File: src/rtl/rv_pkg.sv
// Shared RV decode definitions: opcodes, NOP, immediate formats
// and the decoded-field bundle used by the decode stage.
package rv_pkg;

    localparam logic [6:0] OPC_LUI    = 7'b0110111;
    localparam logic [6:0] OPC_AUIPC  = 7'b0010111;
    localparam logic [6:0] OPC_JAL    = 7'b1101111;
    localparam logic [6:0] OPC_JALR   = 7'b1100111;
    localparam logic [6:0] OPC_BRANCH = 7'b1100011;
    localparam logic [6:0] OPC_LOAD   = 7'b0000011;
    localparam logic [6:0] OPC_STORE  = 7'b0100011;
    localparam logic [6:0] OPC_OP_IMM = 7'b0010011;
    localparam logic [6:0] OPC_OP     = 7'b0110011;

    localparam logic [31:0] NOP = 32'h0000_0013;

    typedef enum logic [2:0] {
        FMT_I,
        FMT_S,
        FMT_B,
        FMT_U,
        FMT_J,
        FMT_NONE
    } imm_fmt_e;

    typedef struct packed {
        logic     uses_rs1;
        logic     uses_rs2;
        logic     writes_rd;
        imm_fmt_e fmt;
        logic     illegal;
    } dec_t;

    // Illegal instructions use no registers so they never stall.
    function automatic dec_t decode(input logic [31:0] instr,
                                    input int nregs);
        dec_t d;
        d = '{uses_rs1: 1'b0, uses_rs2: 1'b0, writes_rd: 1'b0,
              fmt: FMT_NONE, illegal: 1'b0};
        unique case (instr[6:0])
            OPC_LUI, OPC_AUIPC: begin
                d.writes_rd = 1'b1;
                d.fmt       = FMT_U;
            end
            OPC_JAL: begin
                d.writes_rd = 1'b1;
                d.fmt       = FMT_J;
            end
            OPC_JALR, OPC_LOAD, OPC_OP_IMM: begin
                d.uses_rs1  = 1'b1;
                d.writes_rd = 1'b1;
                d.fmt       = FMT_I;
            end
            OPC_BRANCH: begin
                d.uses_rs1 = 1'b1;
                d.uses_rs2 = 1'b1;
                d.fmt      = FMT_B;
            end
            OPC_STORE: begin
                d.uses_rs1 = 1'b1;
                d.uses_rs2 = 1'b1;
                d.fmt      = FMT_S;
            end
            OPC_OP: begin
                d.uses_rs1  = 1'b1;
                d.uses_rs2  = 1'b1;
                d.writes_rd = 1'b1;
            end
            default: d.illegal = 1'b1;
        endcase
        if ((d.uses_rs1 && int'(instr[19:15]) >= nregs) ||
            (d.uses_rs2 && int'(instr[24:20]) >= nregs) ||
            (d.writes_rd && int'(instr[11:7]) >= nregs))
            d.illegal = 1'b1;
        if (d.illegal)
            d = '{uses_rs1: 1'b0, uses_rs2: 1'b0, writes_rd: 1'b0,
                  fmt: FMT_NONE, illegal: 1'b1};
        return d;
    endfunction

endpackage

File: src/rtl/decode_sb_stage_if.sv
// Fetch, write-back and execute-side signals of the decode stage.
// The slave modport is the decode stage itself.
interface decode_sb_stage_if #(
    parameter int XLEN = 32
);
    localparam int SW = $clog2(XLEN);

    logic            if_valid_i;
    logic            if_ready_o;
    logic [31:0]     instr_i;
    logic [XLEN-1:0] pc_i;
    logic            flush_i;
    logic            wb_en_i;
    logic [4:0]      wb_rd_i;
    logic [XLEN-1:0] wb_data_i;
    logic            id_valid_o;
    logic            ex_ready_i;
    logic [31:0]     instr_o;
    logic [XLEN-1:0] pc_o;
    logic [XLEN-1:0] rs1_o;
    logic [XLEN-1:0] rs2_o;
    logic [XLEN-1:0] imm_o;
    logic [SW-1:0]   shamt_o;
    logic [4:0]      rd_o;
    logic            illegal_o;

    modport master (
        output if_valid_i, instr_i, pc_i, flush_i,
        output wb_en_i, wb_rd_i, wb_data_i, ex_ready_i,
        input  if_ready_o, id_valid_o, instr_o, pc_o,
        input  rs1_o, rs2_o, imm_o, shamt_o, rd_o, illegal_o
    );

    modport slave (
        input  if_valid_i, instr_i, pc_i, flush_i,
        input  wb_en_i, wb_rd_i, wb_data_i, ex_ready_i,
        output if_ready_o, id_valid_o, instr_o, pc_o,
        output rs1_o, rs2_o, imm_o, shamt_o, rd_o, illegal_o
    );

endinterface

File: src/rtl/id_scoreboard.sv
// Per-register count of issued-but-not-written-back results,
// with RAW and saturation hazard detection for the buffered instruction.
module id_scoreboard #(
    parameter int NREGS = 32,
    parameter int MAX_INFLIGHT = 3
) (
    input  logic       clk,
    input  logic       rst_n,
    input  logic       issue_en,
    input  logic [4:0] issue_rd,
    input  logic       wb_en,
    input  logic [4:0] wb_rd,
    input  logic       use_rs1,
    input  logic       use_rs2,
    input  logic [4:0] rs1,
    input  logic [4:0] rs2,
    input  logic [4:0] rd,
    output logic       hazard
);
    localparam int CW = $clog2(MAX_INFLIGHT + 1);

    logic [CW-1:0] cnt [32];

    for (genvar g = 0; g < 32; g++) begin : g_cnt
        if (g == 0 || g >= NREGS) begin : g_tie
            assign cnt[g] = '0;
        end else begin : g_reg
            logic          inc;
            logic          dec;
            logic [CW-1:0] q;
            assign inc = issue_en && issue_rd == 5'(g);
            assign dec = wb_en && wb_rd == 5'(g);
            // Same-cycle issue and write-back to one register cancel out.
            always_ff @(posedge clk or negedge rst_n) begin
                if (!rst_n)
                    q <= '0;
                else if (inc && !dec)
                    q <= q + 1'b1;
                else if (dec && !inc && q != '0)
                    q <= q - 1'b1;
            end
            assign cnt[g] = q;
        end
    end

    logic busy1;
    logic busy2;
    logic sat;

    // A lone pending write that lands this cycle is bypassed, not a hazard.
    always_comb begin
        busy1 = cnt[rs1] != '0 &&
                !(cnt[rs1] == CW'(1) && wb_en && wb_rd == rs1);
        busy2 = cnt[rs2] != '0 &&
                !(cnt[rs2] == CW'(1) && wb_en && wb_rd == rs2);
        sat = rd != '0 && cnt[rd] == CW'(MAX_INFLIGHT);
        hazard = (use_rs1 && rs1 != '0 && busy1) ||
                 (use_rs2 && rs2 != '0 && busy2) || sat;
    end

endmodule

File: src/rtl/decode_sb_stage.sv
// RV decode stage: instruction buffer, regfile with write-back bypass,
// immediate generation and scoreboard-based issue.
module decode_sb_stage
    import rv_pkg::*;
#(
    parameter int XLEN = 32,
    parameter int NREGS = 32,
    parameter int MAX_INFLIGHT = 3
) (
    input logic              clk_i,
    input logic              rstn_i,
    decode_sb_stage_if.slave bus
);
    localparam int AW = $clog2(NREGS);
    localparam int SW = $clog2(XLEN);

    logic            occ;
    logic [31:0]     ibuf;
    logic [XLEN-1:0] pbuf;
    logic [XLEN-1:0] rf [NREGS];

    dec_t       dec;
    logic       use1;
    logic       use2;
    logic [4:0] rs1;
    logic [4:0] rs2;
    logic [4:0] rd;
    logic       hazard;
    logic       id_valid;
    logic       issue;
    logic       if_ready;
    logic       accept;

    assign dec  = decode(ibuf, NREGS);
    assign rs1  = ibuf[19:15];
    assign rs2  = ibuf[24:20];
    assign use1 = occ && dec.uses_rs1;
    assign use2 = occ && dec.uses_rs2;
    assign rd   = (occ && dec.writes_rd) ? ibuf[11:7] : 5'd0;

    assign id_valid = occ && !hazard;
    assign issue    = id_valid && bus.ex_ready_i && !bus.flush_i;
    assign if_ready = !occ || issue;
    assign accept   = bus.if_valid_i && if_ready && !bus.flush_i;

    id_scoreboard #(
        .NREGS        (NREGS),
        .MAX_INFLIGHT (MAX_INFLIGHT)
    ) u_sb (
        .clk      (clk_i),
        .rst_n    (rstn_i),
        .issue_en (issue),
        .issue_rd (rd),
        .wb_en    (bus.wb_en_i),
        .wb_rd    (bus.wb_rd_i),
        .use_rs1  (use1),
        .use_rs2  (use2),
        .rs1      (rs1),
        .rs2      (rs2),
        .rd       (rd),
        .hazard   (hazard)
    );

    // Buffer refills on accept; flush kills both buffer and fetch.
    always_ff @(posedge clk_i or negedge rstn_i) begin
        if (!rstn_i) begin
            occ  <= 1'b0;
            ibuf <= NOP;
            pbuf <= '0;
        end else if (bus.flush_i) begin
            occ <= 1'b0;
        end else if (accept) begin
            occ  <= 1'b1;
            ibuf <= bus.instr_i;
            pbuf <= bus.pc_i;
        end else if (issue) begin
            occ <= 1'b0;
        end
    end

    // Register file write port; x0 and indices past NREGS are dropped.
    always_ff @(posedge clk_i or negedge rstn_i) begin
        if (!rstn_i) begin
            for (int i = 0; i < NREGS; i++)
                rf[i] <= '0;
        end else if (bus.wb_en_i && bus.wb_rd_i != 5'd0 &&
                     int'(bus.wb_rd_i) < NREGS) begin
            rf[bus.wb_rd_i[AW-1:0]] <= bus.wb_data_i;
        end
    end

    logic [XLEN-1:0] rs1_val;
    logic [XLEN-1:0] rs2_val;

    // Operand read with same-cycle write-back forwarding.
    always_comb begin
        rs1_val = '0;
        rs2_val = '0;
        if (use1 && rs1 != 5'd0)
            rs1_val = (bus.wb_en_i && bus.wb_rd_i == rs1) ?
                      bus.wb_data_i : rf[rs1[AW-1:0]];
        if (use2 && rs2 != 5'd0)
            rs2_val = (bus.wb_en_i && bus.wb_rd_i == rs2) ?
                      bus.wb_data_i : rf[rs2[AW-1:0]];
    end

    logic [XLEN-1:0] imm;

    // Sign-extending immediate selection by format.
    always_comb begin
        imm = '0;
        if (occ) begin
            unique case (dec.fmt)
                FMT_I: imm = XLEN'($signed(ibuf[31:20]));
                FMT_S: imm = XLEN'($signed({ibuf[31:25], ibuf[11:7]}));
                FMT_B: imm = XLEN'($signed({ibuf[31], ibuf[7],
                             ibuf[30:25], ibuf[11:8], 1'b0}));
                FMT_U: imm = XLEN'($signed({ibuf[31:12], 12'b0}));
                FMT_J: imm = XLEN'($signed({ibuf[31], ibuf[19:12],
                             ibuf[20], ibuf[30:21], 1'b0}));
                default: imm = '0;
            endcase
        end
    end

    logic sh_en;

    // Only SLLI/SRLI/SRAI (funct3 x01) carry a shift amount.
    assign sh_en = occ && !dec.illegal &&
                   ibuf[6:0] == OPC_OP_IMM && ibuf[13:12] == 2'b01;

    assign bus.if_ready_o = if_ready;
    assign bus.id_valid_o = id_valid;
    assign bus.instr_o    = occ ? ibuf : NOP;
    assign bus.pc_o       = occ ? pbuf : '0;
    assign bus.rs1_o      = rs1_val;
    assign bus.rs2_o      = rs2_val;
    assign bus.imm_o      = imm;
    assign bus.shamt_o    = sh_en ? ibuf[20 +: SW] : '0;
    assign bus.rd_o       = rd;
    assign bus.illegal_o  = occ && dec.illegal;

endmodule
File: src/flat_wrapper.sv
// flat-port wrapper written by rule: the top's interface ports become plain ports
module decode_sb_stage_flat import rv_pkg::*;
#(
    parameter int XLEN = 32,
    parameter int NREGS = 32,
    parameter int MAX_INFLIGHT = 3
)
  (clk_i, rstn_i, bus_if_valid_i, bus_instr_i, bus_pc_i, bus_flush_i, bus_wb_en_i, bus_wb_rd_i, bus_wb_data_i, bus_ex_ready_i, bus_if_ready_o, bus_id_valid_o, bus_instr_o, bus_pc_o, bus_rs1_o, bus_rs2_o, bus_imm_o, bus_shamt_o, bus_rd_o, bus_illegal_o);
  decode_sb_stage_if #(.XLEN(XLEN)) bus_i ();
  input logic clk_i;
  input logic rstn_i;
  input wire logic [$bits(bus_i.if_valid_i)-1:0] bus_if_valid_i;
  input wire logic [$bits(bus_i.instr_i)-1:0] bus_instr_i;
  input wire logic [$bits(bus_i.pc_i)-1:0] bus_pc_i;
  input wire logic [$bits(bus_i.flush_i)-1:0] bus_flush_i;
  input wire logic [$bits(bus_i.wb_en_i)-1:0] bus_wb_en_i;
  input wire logic [$bits(bus_i.wb_rd_i)-1:0] bus_wb_rd_i;
  input wire logic [$bits(bus_i.wb_data_i)-1:0] bus_wb_data_i;
  input wire logic [$bits(bus_i.ex_ready_i)-1:0] bus_ex_ready_i;
  output wire logic [$bits(bus_i.if_ready_o)-1:0] bus_if_ready_o;
  output wire logic [$bits(bus_i.id_valid_o)-1:0] bus_id_valid_o;
  output wire logic [$bits(bus_i.instr_o)-1:0] bus_instr_o;
  output wire logic [$bits(bus_i.pc_o)-1:0] bus_pc_o;
  output wire logic [$bits(bus_i.rs1_o)-1:0] bus_rs1_o;
  output wire logic [$bits(bus_i.rs2_o)-1:0] bus_rs2_o;
  output wire logic [$bits(bus_i.imm_o)-1:0] bus_imm_o;
  output wire logic [$bits(bus_i.shamt_o)-1:0] bus_shamt_o;
  output wire logic [$bits(bus_i.rd_o)-1:0] bus_rd_o;
  output wire logic [$bits(bus_i.illegal_o)-1:0] bus_illegal_o;
  assign bus_i.if_valid_i = bus_if_valid_i;
  assign bus_i.instr_i = bus_instr_i;
  assign bus_i.pc_i = bus_pc_i;
  assign bus_i.flush_i = bus_flush_i;
  assign bus_i.wb_en_i = bus_wb_en_i;
  assign bus_i.wb_rd_i = bus_wb_rd_i;
  assign bus_i.wb_data_i = bus_wb_data_i;
  assign bus_i.ex_ready_i = bus_ex_ready_i;
  assign bus_if_ready_o = bus_i.if_ready_o;
  assign bus_id_valid_o = bus_i.id_valid_o;
  assign bus_instr_o = bus_i.instr_o;
  assign bus_pc_o = bus_i.pc_o;
  assign bus_rs1_o = bus_i.rs1_o;
  assign bus_rs2_o = bus_i.rs2_o;
  assign bus_imm_o = bus_i.imm_o;
  assign bus_shamt_o = bus_i.shamt_o;
  assign bus_rd_o = bus_i.rd_o;
  assign bus_illegal_o = bus_i.illegal_o;
  decode_sb_stage #(.XLEN(XLEN), .NREGS(NREGS), .MAX_INFLIGHT(MAX_INFLIGHT)) u_core (.clk_i(clk_i), .rstn_i(rstn_i), .bus(bus_i));
endmodule
File: config.mk
export PLATFORM = sky130hd
export DESIGN_NAME = decode_sb_stage_flat
export DESIGN_NICKNAME = d
export VERILOG_FILES = /design/src/rtl/rv_pkg.sv /design/src/rtl/decode_sb_stage_if.sv /design/src/rtl/id_scoreboard.sv /design/src/rtl/decode_sb_stage.sv /design/src/flat_wrapper.sv
export SDC_FILE = /design/constraint.sdc
export NUM_CORES = 2
export LEC_CHECK = 0
export ABC_CLOCK_PERIOD_IN_PS = 4200
export BUFFER_PORTS_ARGS = -buffer_cell sky130_fd_sc_hd__buf_2
export CAP_MARGIN = 20
export CORE_ASPECT_RATIO = 0.6
export CORE_MARGIN = 2
export CORE_UTILIZATION = 45
export DETAILED_ROUTE_END_ITERATION = 10
export PLACE_DENSITY_LB_ADDON = 0.05
export SLEW_MARGIN = 5
export SYNTH_ARGS = -nofsm -noshare
export SYNTH_HDL_FRONTEND = slang
export SYNTH_SLANG_ARGS = --single-unit
File: constraint.sdc
create_clock -name clk_i -period 4.2 [get_ports clk_i]
set_input_delay 0.63 -clock clk_i [delete_from_list [all_inputs] [get_ports clk_i]]
set_output_delay 0.63 -clock clk_i [all_outputs]
set_load 0.02 [all_outputs]
# Word-level counts from Yosys, hierarchy flattened
# Index checks and enable logic that the tools add are counted.
# W data, S select, Z words.
[word_totals]
regBits = 1151
output_inout_bits = 173
word_cells = 647
[classes]
reduce_logical = 330
eq_ne = 81
n_addsub = 62
mux = 98
magnitude_cmp = 5
bitwise = 5
[ops]
columns = ["cell", "count"]
rows = [
  ["$bwmux W1024", 1],
  ["$mux W32", 12],
  ["$bmux W32 S5", 2],
  ["$logic_and A1 B1 Y1", 182],
  ["$demux W32 S5", 1],
  ["$eq A5 B5 Y1 const B", 32],
  ["$pmux W32 S5", 1],
  ["$mux W2", 68],
  ["$reduce_bool A2 Y1", 64],
  ["$eq A5 B4 Y1 const B", 16],
  ["$logic_not A1 Y1", 68],
  ["$add A2 B1 Y2 const B", 31],
  ["$sub A2 B1 Y2 const B", 31],
  ["$eq A5 B3 Y1 const B", 8],
  ["$bmux W2 S5", 3],
  ["$ge A6 B6 Y1 const B", 4],
  ["$not A5 Y6", 4],
  ["$eq A7 B6 Y1 const B", 3],
  ["$eq A7 B7 Y1 const B", 3],
  ["$eq A5 B2 Y1 const B", 4],
  ["$reduce_bool A5 Y1", 4],
  ["$pmux W3 S5", 1],
  ["$eq A7 B5 Y1 const B", 2],
  ["$eq A5 B1 Y1 const B", 2],
  ["21 further kinds", 34],
]

# Depth between registers and ports, before layout
[depth]
ltp_word = 23
mapped_depth = 13

# By module
# A second synthesis with hierarchy kept.
[hier_totals]
hier_cells = 4687
area_unflattened_um2 = 63925.1
[modules_own_cells]
columns = ["mod", "seq_area_each_um2", "instances", "cells_each", "area_each_um2"]
rows = [
  ["decode_sb_stage", 27254.9, 1, 4072, 58787.6],
  ["id_scoreboard", 1551.5, 1, 615, 5137.4],
]

# Worst setup path before layout
# OpenSTA, ideal clock, no wires.
[synth_path]
path_kind = "input -> output"
start = "input port bus_wb_rd_i[1]"
end = "output port bus_if_ready_o"
slack_ns = 0.311
arrival_ns = 3.259
stages = 11
path_cell_list = "clkbuf_1 -> xor2_1 -> nor4_1 -> nand3_1 -> a2111oi_1 -> nor3_2 -> or2_4 -> buf_6 -> buf_6 -> or2_2 -> o21ai_0"
[synth_between]
elab_chain_len = 12
elab_cells_between_ends = 17
cone_classes = "eq/ne: 2; reduce/logical: 15"
[synth_rtl]
columns = ["item", "line", "rtl"]
rows = [
  ["start: declaration", "flat_wrapper.sv:17", "input wire logic [$bits(bus_i.wb_rd_i)-1:0] bus_wb_rd_i;"],
  ["$eq A5 B5 Y1, on equally long branches", "id_scoreboard.sv:53, id_scoreboard.sv:55", ""],
  ["$logic_and A1 B1 Y1, on equally long branches", "id_scoreboard.sv:53, id_scoreboard.sv:55", ""],
  ["$logic_not A1 Y1, on equally long branches", "id_scoreboard.sv:53, id_scoreboard.sv:55", ""],
  ["$logic_and A1 B1 Y1, on equally long branches", "id_scoreboard.sv:52, id_scoreboard.sv:54", ""],
  ["$logic_and A1 B1 Y1, on equally long branches", "id_scoreboard.sv:57, id_scoreboard.sv:58", ""],
  ["$logic_or A1 B1 Y1 (*)", "id_scoreboard.sv:57", "hazard = (use_rs1 && rs1 != '0 && busy1) ||"],
  ["$logic_or A1 B1 Y1 (*)", "id_scoreboard.sv:58", "(use_rs2 && rs2 != '0 && busy2) || sat;"],
  ["$logic_not A1 Y1 (*)", "decode_sb_stage.sv:41", "assign id_valid = occ && !hazard;"],
  ["$logic_and A1 B1 Y1 (*)", "decode_sb_stage.sv:41", ""],
  ["$logic_and A1 B1 Y1 (*) (2 in a row)", "decode_sb_stage.sv:42", "assign issue = id_valid && bus.ex_ready_i && !bus.flush_i;"],
  ["$logic_or A1 B1 Y1 (*)", "decode_sb_stage.sv:43", "assign if_ready = !occ || issue;"],
  ["end: declaration", "flat_wrapper.sv:20", "output wire logic [$bits(bus_i.if_ready_o)-1:0] bus_if_ready_o;"],
]
# Every way passes the cells marked *; elsewhere a longest branch is shown, timed or not.

# Final worst setup path
[layout_path]
start = "register u_core.ibuf[8]"
end = "output port bus_if_ready_o"
[layout_between]
elab_chain_len = 13
elab_cells_between_ends = 14
cone_classes = "eq/ne: 1; mux: 4; bitwise: 1; reduce/logical: 8"
[layout_rtl]
columns = ["item", "line", "rtl"]
rows = [
  ["start: declaration", "decode_sb_stage.sv:18", "logic [31:0] ibuf;"],
  ["start signal: assignment", "decode_sb_stage.sv:74", "ibuf <= bus.instr_i;"],
  ["$mux W5 (*)", "decode_sb_stage.sv:39", "assign rd = (occ && dec.writes_rd) ? ibuf[11:7] : 5'd0;"],
  ["$not A5 Y6 (implied by the code)", "id_scoreboard.sv:56", "sat = rd != '0 && cnt[rd] == CW'(MAX_INFLIGHT);"],
  ["$bmux W2 S5", "id_scoreboard.sv:56", ""],
  ["$mux W2 (implied by the code) (2 in a row)", "id_scoreboard.sv:56", ""],
  ["$eq A2 B2 Y1", "id_scoreboard.sv:56", ""],
  ["$logic_and A1 B1 Y1 (*)", "id_scoreboard.sv:56", ""],
  ["$logic_or A1 B1 Y1 (*)", "id_scoreboard.sv:58", ""],
  ["$logic_not A1 Y1 (*)", "decode_sb_stage.sv:41", ""],
  ["$logic_and A1 B1 Y1 (*)", "decode_sb_stage.sv:41", ""],
  ["$logic_and A1 B1 Y1 (*) (2 in a row)", "decode_sb_stage.sv:42", ""],
  ["$logic_or A1 B1 Y1 (*)", "decode_sb_stage.sv:43", ""],
]
# Every way passes the cells marked *; elsewhere a longest branch is shown, timed or not. The select of a mux whose other input is x is not followed.

==> flow_summary.json <==
{
  "max_cap_violations": 0,
  "yosys_warnings": 0,
  "p_comb_share_pct": 30.5,
  "root_buffer": "clkbuf_16",
  "viasPerCell": 6.279,
  "path_buf_inv": 1,
  "synthTopCellsByArea": "dfrtp_1 45%, mux4_2 24%, mux2_2 11%, nand2_1 8.0%, clkbuf_1 2.2%",
  "crit_fanout": 11,
  "pwr-share-seq_pct": 40.6,
  "clock.fmax_mhz": 238.2,
  "fillers": 11950,
  "yosysTopAreaCell": "dfrtp_1",
  "routed_wl_um": 229600,
  "slowest_delay_ns": 0.72,
  "syn_nets": 5243,
  "yosysSeqAreaShare_pct": 45.37,
  "drive_gt1_share_pct": 39.99,
  "p_int_w": 0.02507,
  "ant_nets": 0,
  "ys_types": 77,
  "grt_max_degree": 109,
  "final_cell_mix": "1332 x nand2_1, 1136 x dfrtp_1, 666 x mux4_2",
  "numCtsBuffers": 114,
  "seq_area_mm2": 0.02885,
  "cts.sinks": 1151,
  "p_sw_w": 0.01131,
  "critical_path.slowest_cell": "o21ai_0",
  "synth_area_mm2": 0.06350,
  "dieHeight_um": 295.0,
  "fin_total_pwr_w": 0.03637,
  "worstPathRequired_ns": 3.57,
  "synth_edf_count": 0,
  "detail_route.wl_per_cell_um": 31.45,
  "arrival_ns": 3.57,
  "hold_path.class": "primary input to register",
  "clockBufferDepth": 3,
  "start_util_pct": 45.47,
  "dieArea_mm2": 0.1442,
  "drv_slew": 0,
  "path_clk_slew_ns": 0.06,
  "path_delay_family": "compound AO/OA/AOI/OAI gates",
  "min_period_over_period_pct": 99.97,
  "finalHoldViolCount": 0,
  "layout_commonest_cell": "nand2_1",
  "swShare_pct": 31.08,
  "finalNonFillerCells": 7301,
  "power_frac_clock_pct": 28.9,
  "peakVddDrop_uv": 361.3,
  "p_per_area_mw_per_mm2": 497.5,
  "p_leak_nw": 32.78,
  "ys_ff_latch": 1151,
  "end_kind": "output port",
  "dieWidth_um": 489.0,
  "outcome": "finished, final reports clean",
  "setup_slack_ns": 0.001432,
  "synth_top_area_share_pct": 45.24,
  "drc": 0,
  "antenna_found_initial": 7,
  "grt_pass1_vias": 44940,
  "place.gp.congestion": 0.8866,
  "path_class": "register to output port",
  "nNetsFinal": 5421,
  "slew_headroom_pct": 24.47,
  "clk_latency_ns": 0.75,
  "synth_cells": 5136,
  "crit_path_frequent_cell": "o21ai_0",
  "rsz0062_at_grt": "yes",
  "ios": 280,
  "whs_ns": 0.09135,
  "utilization_pct": 52.35,
  "htree_levels": 3,
  "synth_area_per_cell_um2": 12.36,
  "num_vias": 45840,
  "finalClockSkew_ns": 0.01791,
  "rows": 106,
  "first_pass_iters": 5,
  "crit_path_start_kind": "register",
  "finalCriticalPeriod_ns": 4.199,
  "pre_cts_ws_ns": 0.2894,
  "async_reset_ff_share_pct": 100.0,
  "path_cells": "o21ai_0 > a211oi_2 > o21ai_0 > o21ai_0 > nand3_1 > nand3_2 > or2_4 > o21ai_2 > buf_6",
  "grt_pass1_wl_um": 332600,
  "drt_iter0_drc": 5218,
  "place_inst": 7014,
  "synthFlopType": "dfrtp_1",
  "area.growth.synth_to_final_pct": 15.14,
  "multi_input_area_mm2": 0.03309,
  "grt_use_total_pct": 32.07,
  "dpl.hpwl_um": 132500,
  "core_mm2": 0.1397,
  "grt_overflow": 0,
  "io_buffers": 279,
  "setup-violations-final": 0,
  "tightest_slew_ns": 1.133,
  "cts_tree": "built"
}
[per-stage QoR]
stage,TNS [ns],instance area [um2]
2_1_floorplan,0,63500
5_1_grt,-0.1392,73100
6_report,0,73110
3_5_place_dp,0,67990
3_3_place_gp,0,67990
4_1_cts,-0.05893,72440
[kinds of logic after synthesis]
kind of cell	count (synthesis)	synth area share (%)
compound gates	290	3.080
flops	1151	45.37
mux	1388	36.30
simple gates	1752	11.59
xor+xnor	25	0.3448
buf+inv	530	3.318
[flip-flops by register name, indices dropped and copies added, names as in the netlist]
register,flops
u_core.u_sb.g_cnt.g_reg.q,62
u_core.pbuf,32
u_core.rf,1024
u_core.occ,1
u_core.ibuf,32
[synthesized netlist by cell type, types with 4 or more instances]
cell type / number
nand2_1: 1355
dfrtp_1: 1148
mux4_2: 666
mux2_2: 618
clkbuf_1: 376
nor2_1: 129
buf_1: 93
a211oi_1: 78
mux2i_1: 76
and2_1: 73
a21oi_1: 64
nand3_1: 47
o21ai_0: 44
mux2_1: 27
buf_2: 25
inv_1: 24
nand3b_1: 20
nor3_1: 20
a22oi_1: 17
nor2b_1: 15
xnor2_1: 13
a31oi_1: 12
xor2_1: 12
buf_6: 11
nor3b_1: 11
nor4_1: 11
o211ai_1: 11
nand2b_1: 9
o31ai_1: 9
and3_1: 8
nand4_1: 8
nor3_2: 8
a21o_1: 6
or2_2: 6
a32oi_1: 5
o2111ai_1: 5
a22o_1: 4
and3b_1: 4
nor4_4: 4
or4_1: 4
[area by class of cell]
class,instances,area share (%)
well taps,1890,3.235
repair buffers,568,6.835
multi-input cells,3455,45.26
inverters,24,0.1232
clock buffers,172,4.587
flip-flops and latches,1151,39.46
diodes,4,0.01369
clock inverters,37,0.4929
[timing repair]
action | in CTS | in global routing
gates resized for setup | 48 | 45
pin swaps | 4 | 12
hold endpoints to repair | 77 | 0
setup buffers | 20 | 39
gates cloned | 8 | 7
endpoints found under the setup margin | 65 | 46
hold buffers | 1 | 0
[routing by layer]
layer	part of all wire (%)	global-route usage, %
met1	45	48.94
met5	0.0044	0
met3	8.4	7.267
met2	43	46.21
met4	2.8	8.352
[power groups by stage]
stage	Combinational [W]	Clock (W)	Sequential [W]
after detailed placement	0.0103	0	0.0150
after CTS	0.0108	0.0107	0.0147
after floorplan	0.00774	0	0.0142
after global placement	0.0102	0	0.0149
final	0.0111	0.0105	0.0148
after global routing	0.0118	0.0111	0.0150
[path summary, 6_finish.rpt]
kind / startpoint / endpoint / slack [ns] / depth (start not counted)
setup / recovery: u_core.ibuf[8] / bus_if_ready_o / 0.001 / 9
hold / removal: bus_flush_i / u_core.occ / 0.09 / 2
setup reg to reg: u_core.ibuf[20] / u_core.pbuf[5] / 0.52 / 13
hold reg to reg: u_core.rf[1000] / u_core.rf[1000] / 0.39 / 0
max in group asynchronous: rstn_i / u_core.u_sb.g_cnt[16].g_reg.q[0] / 2.49 / 3
min in group asynchronous: rstn_i / u_core.rf[120] / 0.56 / 2
No activity file was read; power rests on OpenSTA's default activity.
